[config.mk]
export PLATFORM = sky130hd
export DESIGN_NAME = j_wgt_deserializer
export DESIGN_NICKNAME = d
export VERILOG_FILES = /design/src/rtl/j_wgt_deserializer.sv
export SDC_FILE = /design/constraint.sdc
export NUM_CORES = 1
export LEC_CHECK = 0
export BUFFER_PORTS_ARGS = -buffer_cell sky130_fd_sc_hd__buf_2
export CAP_MARGIN = 20
export CORE_MARGIN = 1.5
export CORE_UTILIZATION = 30
export CTS_CLUSTER_DIAMETER = 30
export DETAILED_ROUTE_END_ITERATION = 10
export GPL_ROUTABILITY_DRIVEN = 0
export GPL_TIMING_DRIVEN = 0
export PLACE_DENSITY = 0.54
export RECOVER_POWER = 25
export SLEW_MARGIN = 20
export SYNTH_ARGS = -nofsm -noshare
export SYNTH_HDL_FRONTEND = slang
export SYNTH_SLANG_ARGS = --single-unit
[constraint.sdc]
create_clock -name clk -period 3.35 [get_ports clk]
set_clock_uncertainty 0.15 [all_clocks]
set_input_delay 0.67 -clock clk [delete_from_list [all_inputs] [get_ports clk]]
set_output_delay 0.67 -clock clk [all_outputs]
set_load 0.01 [all_outputs]
[src/rtl/j_wgt_deserializer.sv]
// Bit-serial weight receiver: reassembles LSB-first beats into 8-bit weights
// and queues them in a small circular FIFO with a registered valid/ready head.
module j_wgt_deserializer #(
  parameter int SHIFT_WIDTH = 1,
  parameter int FIFO_DEPTH  = 4
) (
  input  logic                          clk,
  input  logic                          reset,
  input  logic [SHIFT_WIDTH-1:0]        serial_output,
  input  logic                          serial_start,
  input  logic                          serial_en,
  output logic                          out_valid,
  output logic [7:0]                    out_data,
  input  logic                          out_ready,
  output logic [$clog2(FIFO_DEPTH):0]   fifo_count,
  output logic                          overflow,
  output logic                          partial_drop,
  input  logic                          clear_err
);

  localparam int BPW    = 8 / SHIFT_WIDTH;
  localparam int BEAT_W = (BPW > 1) ? $clog2(BPW) : 1;
  localparam int PTR_W  = $clog2(FIFO_DEPTH);
  localparam int CNT_W  = PTR_W + 1;

  localparam logic [BEAT_W-1:0] LAST_BEAT = BEAT_W'(BPW - 1);
  localparam logic [CNT_W-1:0]  FULL_CNT  = CNT_W'(FIFO_DEPTH);

  logic [BEAT_W-1:0] beat_q, beat_d;
  logic [7:0]        asm_q, asm_d;
  logic [7:0]        mem_q [FIFO_DEPTH];
  logic [7:0]        mem_d [FIFO_DEPTH];
  logic [PTR_W-1:0]  wr_ptr_q, wr_ptr_d;
  logic [PTR_W-1:0]  rd_ptr_q, rd_ptr_d;
  logic [CNT_W-1:0]  count_q, count_d;
  logic              out_valid_q, out_valid_d;
  logic [7:0]        out_data_q, out_data_d;
  logic              overflow_q, overflow_d;
  logic              partial_drop_q, partial_drop_d;

  logic [BEAT_W-1:0] cur_beat;
  logic [7:0]        word;
  logic              push, pop, full, wr_en, ov_set, pd_set;

  always_comb begin
    beat_d   = beat_q;
    asm_d    = asm_q;
    cur_beat = beat_q;
    word     = asm_q;
    push     = 1'b0;
    pd_set   = 1'b0;
    if (serial_en) begin
      // A start beat always restarts the word at slice 0
      cur_beat = serial_start ? '0 : beat_q;
      pd_set   = serial_start && (beat_q != '0);
      for (int unsigned i = 0; i < BPW; i++) begin
        if (cur_beat == BEAT_W'(i)) begin
          word[i*SHIFT_WIDTH +: SHIFT_WIDTH] = serial_output;
        end
      end
      asm_d = word;
      if (cur_beat == LAST_BEAT) begin
        push   = 1'b1;
        beat_d = '0;
      end else begin
        beat_d = cur_beat + BEAT_W'(1);
      end
    end
  end

  always_comb begin
    pop    = out_valid_q && out_ready;
    full   = (count_q == FULL_CNT);
    wr_en  = push && (!full || pop);
    ov_set = push && full && !pop;

    mem_d = mem_q;
    if (wr_en) begin
      mem_d[wr_ptr_q] = word;
    end
    wr_ptr_d = wr_ptr_q + PTR_W'(wr_en);
    rd_ptr_d = rd_ptr_q + PTR_W'(pop);

    count_d = count_q;
    if (wr_en && !pop) begin
      count_d = count_q + CNT_W'(1);
    end else if (!wr_en && pop) begin
      count_d = count_q - CNT_W'(1);
    end

    // Head is taken from the post-write image so a word pushed into an
    // empty FIFO is visible on out_data in the same cycle out_valid rises.
    out_valid_d = (count_d != '0);
    out_data_d  = out_data_q;
    if (count_d != '0) begin
      out_data_d = mem_d[rd_ptr_d];
    end

    overflow_d     = (clear_err ? 1'b0 : overflow_q) | ov_set;
    partial_drop_d = (clear_err ? 1'b0 : partial_drop_q) | pd_set;
  end

  always_ff @(posedge clk or posedge reset) begin
    if (reset) begin
      beat_q         <= '0;
      asm_q          <= '0;
      for (int unsigned i = 0; i < FIFO_DEPTH; i++) begin
        mem_q[i] <= '0;
      end
      wr_ptr_q       <= '0;
      rd_ptr_q       <= '0;
      count_q        <= '0;
      out_valid_q    <= 1'b0;
      out_data_q     <= '0;
      overflow_q     <= 1'b0;
      partial_drop_q <= 1'b0;
    end else begin
      beat_q         <= beat_d;
      asm_q          <= asm_d;
      mem_q          <= mem_d;
      wr_ptr_q       <= wr_ptr_d;
      rd_ptr_q       <= rd_ptr_d;
      count_q        <= count_d;
      out_valid_q    <= out_valid_d;
      out_data_q     <= out_data_d;
      overflow_q     <= overflow_d;
      partial_drop_q <= partial_drop_d;
    end
  end

  assign out_valid    = out_valid_q;
  assign out_data     = out_data_q;
  assign fifo_count   = count_q;
  assign overflow     = overflow_q;
  assign partial_drop = partial_drop_q;

endmodule

# After elaboration in Yosys (flattened, before gate mapping)
# Cells that the tools add are included.
# totals
register_bits	61
latchBits	0
ramBits	0
rom_bits	0
input_bits	7
elab_cells	73
n_memories	0
# op_classes
addsub	5
multipliers	0
div_mod_pow	0
n_lt_le_gt_ge	3
n_eq_ne	8
shift	0
muxes	25
bitwise	4
reduce_logical	15
# ops
cell	n
32-bit bitwise mux	1
32-bit 2-to-1 mux	1
8-bit 2-to-1 mux	4
8-bit binary-select mux with 2-bit select	1
8-bit demux with 2-bit select	1
3-bit equality test (second input constant)	5
1-bit 2-to-1 mux	13
3-bit 2-to-1 mux	4
1-bit logical AND	8
3-bit by 1-bit adder with 3-bit output (second input constant)	2
3-bit by 2-bit equality test with 1-bit output (second input constant)	2
3-bit greater-or-equal comparator (second input constant)	2
2-bit inverter with 3-bit output	2
3-bit nonzero test	2
2-bit by 1-bit adder with 2-bit output	2
3-bit by 1-bit equality test with 1-bit output (second input constant)	1
1-bit zero test	3
3-bit zero test	1
3-bit by 1-bit < comparator with 1-bit output (second input constant)	1
3-bit by 1-bit subtractor with 3-bit output (second input constant)	1
1-bit bitwise OR	2
1-bit logical OR	1

# Depth between registers and ports, before layout
# Gate-level depths: netlist of run 1.
# logic_depth
depth_word	10
mapped_depth	12
mapped_depth_nobuf	9

# Least setup slack after synthesis of run 1
# OpenSTA, ideal clock, no wires.
# synth_path
kind	input -> register
startpoint	in serial_start
endpoint	reg out_data_q[0] (netlist: out_data[0])
setup_time_ns	0.129
arrival_time_ns	2.412
path_slack_ns	0.659
stages	12
cell_sequence	buf_2 -> nor2b_1 -> ha_1 -> nand2_1 -> buf_4 -> nor2_1 -> a211o_1 -> a211o_1 -> buf_2 -> buf_6 -> nor2_1 -> a31oi_1
# synth_via
elab_chain_cells	10
# synth_rtl
item	line	rtl
from (decl)	10	input logic serial_start,
3-bit 2-to-1 mux *	54	cur_beat = serial_start ? '0 : beat_q;
3-bit equality test *	62	if (cur_beat == LAST_BEAT) begin
1-bit 2-to-1 mux *	62	
1-bit 2-to-1 mux *	52	if (serial_en) begin
1-bit logical AND *	74	wr_en = push && (!full || pop);
1-bit zero test	87	end else if (!wr_en && pop) begin
1-bit logical AND	87	
3-bit 2-to-1 mux	87	
3-bit 2-to-1 mux *	85	if (wr_en && !pop) begin
3-bit nonzero test *	n/a	
net out_valid_d	36	logic out_valid_q, out_valid_d;
to (signal assigned)	125	out_data_q <= out_data_d;
to (decl)	37	logic [7:0] out_data_q, out_data_d;
# The timed path passes the listed nets; every way through them passes the cells marked *. The select of a mux whose other input is x is not followed.
# A chain may end at the register's enable or synchronous reset.

==> results of run 1 <==
## cells in the final DEF, fill, tap and decap left out, types with 2 or more instances in the layout
master	synthesis	routed
nor2_1	43	43
inv_1	13	12
nor3_1	5	5
buf_1	2	2
xnor2_1	2	2
o21ai_0	3	3
mux2i_1	9	9
buf_6	7	7
dfrtp_1	61	61
a31oi_1	8	8
inv_2	5	5
buf_2	3	21
a21oi_1	27	27
and2_1	4	4
clkinvlp_4	0	3
a21oi_2	8	8
a211o_1	2	2
ha_1	6	6
nand2_1	4	4
clkbuf_8	0	9
a22oi_1	17	17
a2111oi_4	4	4
## worst max-delay path by stage
stage	end	slack (ns)	cells after the start
after detailed placement	out_data[3]	0.29	10
after floorplan	out_data[0]	0.66	12
after CTS	out_data[2]	0.62	11
after global routing	out_data[4]	0.37	10
final	out_data[2]	0.66	11
after global placement	beat_q[0]	0.17	2
## per-layer routing
metal	GRT usage	wire, um	vias up
li1	-	-	952
met1	0.173	2920	962
met2	0.214	2860	36
met3	0.0302	198	12
met4	0.0715	122	0
met5	0	0	-
## cells by family (layout without fill, tap and decap cells)
| group | count (synthesis) | count (layout) | share of synthesized area |
|---|---|---|---|
| xor+xnor | 3 | 3 | 0.00940 |
| compound gates | 76 | 76 | 0.208 |
| mux | 10 | 10 | 0.0363 |
| simple gates | 67 | 67 | 0.111 |
| flops | 61 | 61 | 0.546 |
| fa+ha+maj | 6 | 6 | 0.0269 |
| buf+inv | 31 | 66 | 0.0631 |
## final cells by class
class	instances	share of cell area
Buffer	13	0.0337
Clock buffer	9	0.0384
Clock inverter	7	0.0232
Inverter	18	0.0213
Multi-Input combinational cell	162	0.338
Sequential cell	61	0.473
Tap cell	111	0.0430
Timing Repair Buffer	19	0.0294
## stage by stage
stage	hold WS [ns]	power, mW	cell area [sq um]	setup slack, ns	util
2_1_floorplan	0.340	1.49	2800	0.659	-
3_3_place_gp	0.313	1.73	3020	0.168	0.330
3_5_place_dp	0.322	1.74	3050	0.293	0.334
4_1_cts	0.0697	2.42	3250	0.623	0.355
5_1_grt	0.196	2.54	3230	0.372	0.353
6_report	0.183	2.37	3230	0.656	0.353
## sequential cells by signal, indices dropped and copies added, names as in the netlist
name	flops
beat_q	3
out_data	8
asm_q	8
wr_ptr_q	2
partial_drop	1
overflow	1
fifo_count	3
out_valid	1
mem_q	32
rd_ptr_q	2
## power breakdown
part | switching, mW | internal (mW) | total [mW]
combinational | 0.498 | 0.258 | 0.756
clock | 0.319 | 0.345 | 0.665
sequential | 0.0788 | 0.875 | 0.954
==> out/results.txt, run 1 <==
slowest cell on the critical path: a2111oi_4
Slew HR: 0.136
ant diodes: 0
detailed-route DRC error count: 0
die area: 9910 sq um
clk buf depth: 2
GR Util All Layers: 0.135
post-CTS sizing: 0
setup bufs post-CTS: 0
crit path cell chain: inv_1, nor3_1, ha_1, nand2_1, buf_4, a2111oi_4, buf_6, nor2_1, a21oi_2, a22oi_1, a31oi_1
boundary pin count: 21
Via Count: 1962
Non-Filler Instances: 400
WL per Instance: 15.3 um
DIE WIDTH: 99.5 um
initial antenna violation count: 0
Total Neg Setup Slack: 0 ns
post-synthesis instance total: 254
HPWL after detailed placement: 4140 um
Synth Net Count: 267
Vias/cell: 4.91
top post-synthesis cells by count: 61 x dfrtp_1, 43 x nor2_1, 27 x a21oi_1
Seq. cell area: 1530 sq um
Synth area leader: dfrtp_1
Crit Path Class: flip-flop to flip-flop
EDFF count, synth: 0
final hold vios: 0
Routed WL: 6110 um
area of the multi-input gates: 1090 sq um
Final setup viols: 0
r2r setup slk: 0.66 ns
top_reg_cell synth: dfrtp_1
max incr delay on CP: 0.52 ns
Required @ worst endpoint: 3.46 ns
FFs w/ async S/R, synth: 1.00
clock period minus worst slack: 2.69 ns
worst-path fanout max: 10
row cnt: 35
worst slew pin tran: 1.30 ns
pins over their slew limit: 0
Routed Antenna Nets: 0
Layout area overhead: 15.5%
drt first pass iters: 4
period utilisation layout: 0.804
remaining global-route overflow: 0
Hold-fix buffers, CTS: 0
global-route wire length before repair: 10100 um
synth top area cells: dfrtp_1 55%, nor2_1 5.8%, a21oi_1 4.8%, a22oi_1 4.6%, a2111oi_4 3.9%
worst min-delay path class: input pin to async pin
Power per Cell Area: 735 nW/um^2
RR Endpoint: out_data[2]
CTS sink cnt: 61
Synth cell types: 41
post-synthesis sequential area ratio: 0.546
max-cap violations: 0
largest net degree at the start of global routing: 52
htree depth: 3
status: finished clean
Worst-path clk slew: 0.08 ns
worst path bufs/invs: 3
RSZ-0062 raised after global routing: no
starting density of the core: 0.305
Arrival @ worst endpoint: 2.80 ns
Max Clock Freq: 371 MHz
worst reg2reg path depth: 11
share of the synthesized area in the top cell type: 0.546
die height: 99.5 um
vias in the first global route: 1957
clk_lat worst skew: 0.35 ns
drt first-iter violations: 70
Max VDD drop: 0.214 mV
CP Launch Point: beat_q[0]
Lkg Pwr: 1.52 nW
worst reg2reg startpoint: beat_q[0]
Core ar.: 9150 sq um
CTS tree: done
YS warnings: 0
layout cells sized above 1: 0.235
most frequent cell after synthesis: dfrtp_1
CTS root buf: clkbuf_8
Seq cells post-synth: 61
placed insts: 384
CP Launch Type: flip-flop
delay-heaviest family, CP: compound AO/OA/AOI/OAI gates
Layout Nets: 297
Port Buffers: 18
total CTS buffers: 9
fill cell count: 931
Mapped Area: 2800 sq um
CP endpoint kind: flip-flop
Avg Cell Area, Syn: 11.0 sq um
Note: power is estimated with default switching activity, not from simulation.
==> run 2, diff against run 1 <==
==> constraint.sdc (replaced) <==
create_clock -name clk -period 2.65 [get_ports clk]
set_clock_uncertainty 0.15 [all_clocks]
set_input_delay 0.53 -clock clk [delete_from_list [all_inputs] [get_ports clk]]
set_output_delay 0.53 -clock clk [all_outputs]
set_load 0.01 [all_outputs]
==> out/results.txt, run 2 (synthesis gave the netlist of run 1 again) <==
status: finished clean (unchanged)
ant diodes: 0 (unchanged)
layout cells sized above 1: 0.285 (was 0.235)
initial antenna violation count: 0 (unchanged)
Reg power frac: 0.395 (was 0.402)
drt first pass iters: 5 (was 4)
HPWL after detailed placement: 4140 um (unchanged)
GR Util met2: 0.218 (was 0.214)
DIE WIDTH: 99.5 um (unchanged)
clock share of power: 0.276 (was 0.280)
Most flops, register: mem_q (unchanged)
leading cell type in the layout, fill and taps excluded: dfrtp_1 (unchanged)
Worst-path clk slew: 0.08 ns (about the same)
most frequent cells in the layout: 61 x dfrtp_1, 43 x nor2_1, 26 x a21oi_1 (was 61 x dfrtp_1, 43 x nor2_1, 27 x a21oi_1)
starting density of the core: 0.305 (unchanged)
Non-Filler Instances: 413 (was 400)
total CTS buffers: 9 (unchanged)
WL per Instance: 15.3 um (about the same)
busiest layer in global routing: met2 (unchanged)
max-cap violations: 0 (unchanged)
worst-path fanout max: 10 (unchanged)
htree depth: 3 (unchanged)
met1 Use GR: 0.173 (about the same)
largest net degree at the start of global routing: 52 (unchanged)
Slew HR: 0.488 (was 0.136)
Via Count: 1992 (was 1962)
Port Buffers: 18 (unchanged)
Required @ worst endpoint: 2.72 ns (was 3.46 ns)
Final Util: 0.370 (was 0.353)
max reg flops: 32 (unchanged)
Final setup viols: 0 (unchanged)
sw frac: 0.378 (was 0.377)
die area: 9910 sq um (unchanged)
Crit Path Class: flip-flop to flip-flop (unchanged)
die height: 99.5 um (unchanged)
Vias/cell: 4.82 (was 4.91)
Layout area overhead: 21.2% (was 15.5%)
Comb pwr share: 0.329 (was 0.318)
drt first-iter violations: 65 (was 70)
Arrival @ worst endpoint: 2.57 ns (was 2.80 ns)
Routed Antenna Nets: 0 (unchanged)
Max Clock Freq: 401 MHz (was 371 MHz)
Core ar.: 9150 sq um (unchanged)
CTS tree: done (unchanged)
worst slew pin tran: 0.765 ns (was 1.30 ns)
worst min-delay path class: input pin to flip-flop (was input pin to async pin)
Power per Cell Area: 899 nW/um^2 (was 735 nW/um^2)
Routed WL: 6320 um (was 6110 um)
global-route wire length before repair: 10200 um (was 10100 um)
pins over their slew limit: 0 (unchanged)
placed insts: 384 (unchanged)
CP endpoint kind: flip-flop (unchanged)
grt met3 use: 0.0302 (unchanged)
final hold slack: 0.303 ns (was 0.183 ns)
final hold vios: 0 (unchanged)
detailed-route DRC error count: 0 (unchanged)
total power: 3.05 mW (was 2.37 mW)
Area after DPL: 3050 sq um (unchanged)
Total Neg Setup Slack: 0 ns (unchanged)
Layout Nets: 310 (was 297)
P_sw: 1.15 mW (was 0.896 mW)
clk_lat worst skew: 0.35 ns (about the same)
Pint: 1.90 mW (was 1.48 mW)
CP Launch Type: flip-flop (unchanged)
Lkg Pwr: 1.59 nW (was 1.52 nW)
pre-CTS setup slack: -0.267 ns (was 0.293 ns)
clk buf depth: 2 (unchanged)
row cnt: 35 (unchanged)
GR Util All Layers: 0.137 (was 0.135)
CTS sink cnt: 61 (unchanged)
remaining global-route overflow: 0 (unchanged)
vias in the first global route: 1988 (was 1957)
Worst Slack Setup Final: 0.158 ns (was 0.656 ns)
CTS root buf: clkbuf_8 (unchanged)
clock period minus worst slack: 2.49 ns (was 2.69 ns)
Max VDD drop: 0.275 mV (was 0.214 mV)
boundary pin count: 21 (unchanged)
fin area: 3390 sq um (was 3230 sq um)
period utilisation layout: 0.940 (was 0.804)
[run 2: final timing paths]
| check | cells past startpoint | slack, ns | endpoint | from |
|---|---|---|---|---|
| worst min register to register | 1 | 0.34 | partial_drop | partial_drop |
| worst max register to register | 10 | 0.16 | out_data[0] | beat_q[2] |
| max in group asynchronous | 4 | 1.09 | asm_q[6] | reset |
| worst min-delay path | 3 | 0.30 | partial_drop | clear_err |
| min in group asynchronous | 3 | 0.63 | wr_ptr_q[1] | reset |
| worst max-delay path | 10 | 0.16 | out_data[0] | beat_q[2] |
[run 2: layout make-up]
class                   count  area, sq um
fillers                   932         5770
plain buffers              13          115
inverters                  18         68.8
clock buffers               9          124
clock inverters             7         75.1
well taps                 111          139
flip-flops and latches     61         1530
multi-input cells         162         1130
repair buffers             32          211
[run 2: metal layers]
layer  up-vias  share of wire
li1        973              -
met1       982           0.48
met2        25           0.47
met3        12          0.027
met4         0          0.022
met5         -              0
[run 2: worst max-delay path, cell delays in order, from the launching register on]
cell and delay [ns]:
dfrtp_1 0.44, nor2b_4 0.20, ha_2 0.20, nand2_1 0.11, and3_1 0.20, a211o_1 0.28
a211o_1 0.31, buf_4 0.18, buf_6 0.15, nor2_1 0.08, a31oi_1 0.05
[run 2: what timing repair did]
action / 4_1_cts / 5_1_grt
resized for setup: 1 / 11
gates cloned: 0 / 1
hold endpoints to repair: 10 / 0
hold buffers: 1 / 0
buffers inserted: 7 / 4
setup endpoints to repair: 8 / 9
pin swaps: 4 / 6
[run 2: power groups by stage]
stage          combinational (mW)  clock [mW]  sequential [mW]
2_1_floorplan               0.652           0             1.24
3_3_place_gp                0.961           0             1.22
3_5_place_dp                0.979           0             1.22
4_1_cts                     0.985       0.874             1.21
5_1_grt                      1.11       0.907             1.23
6_report                     1.00       0.839             1.20
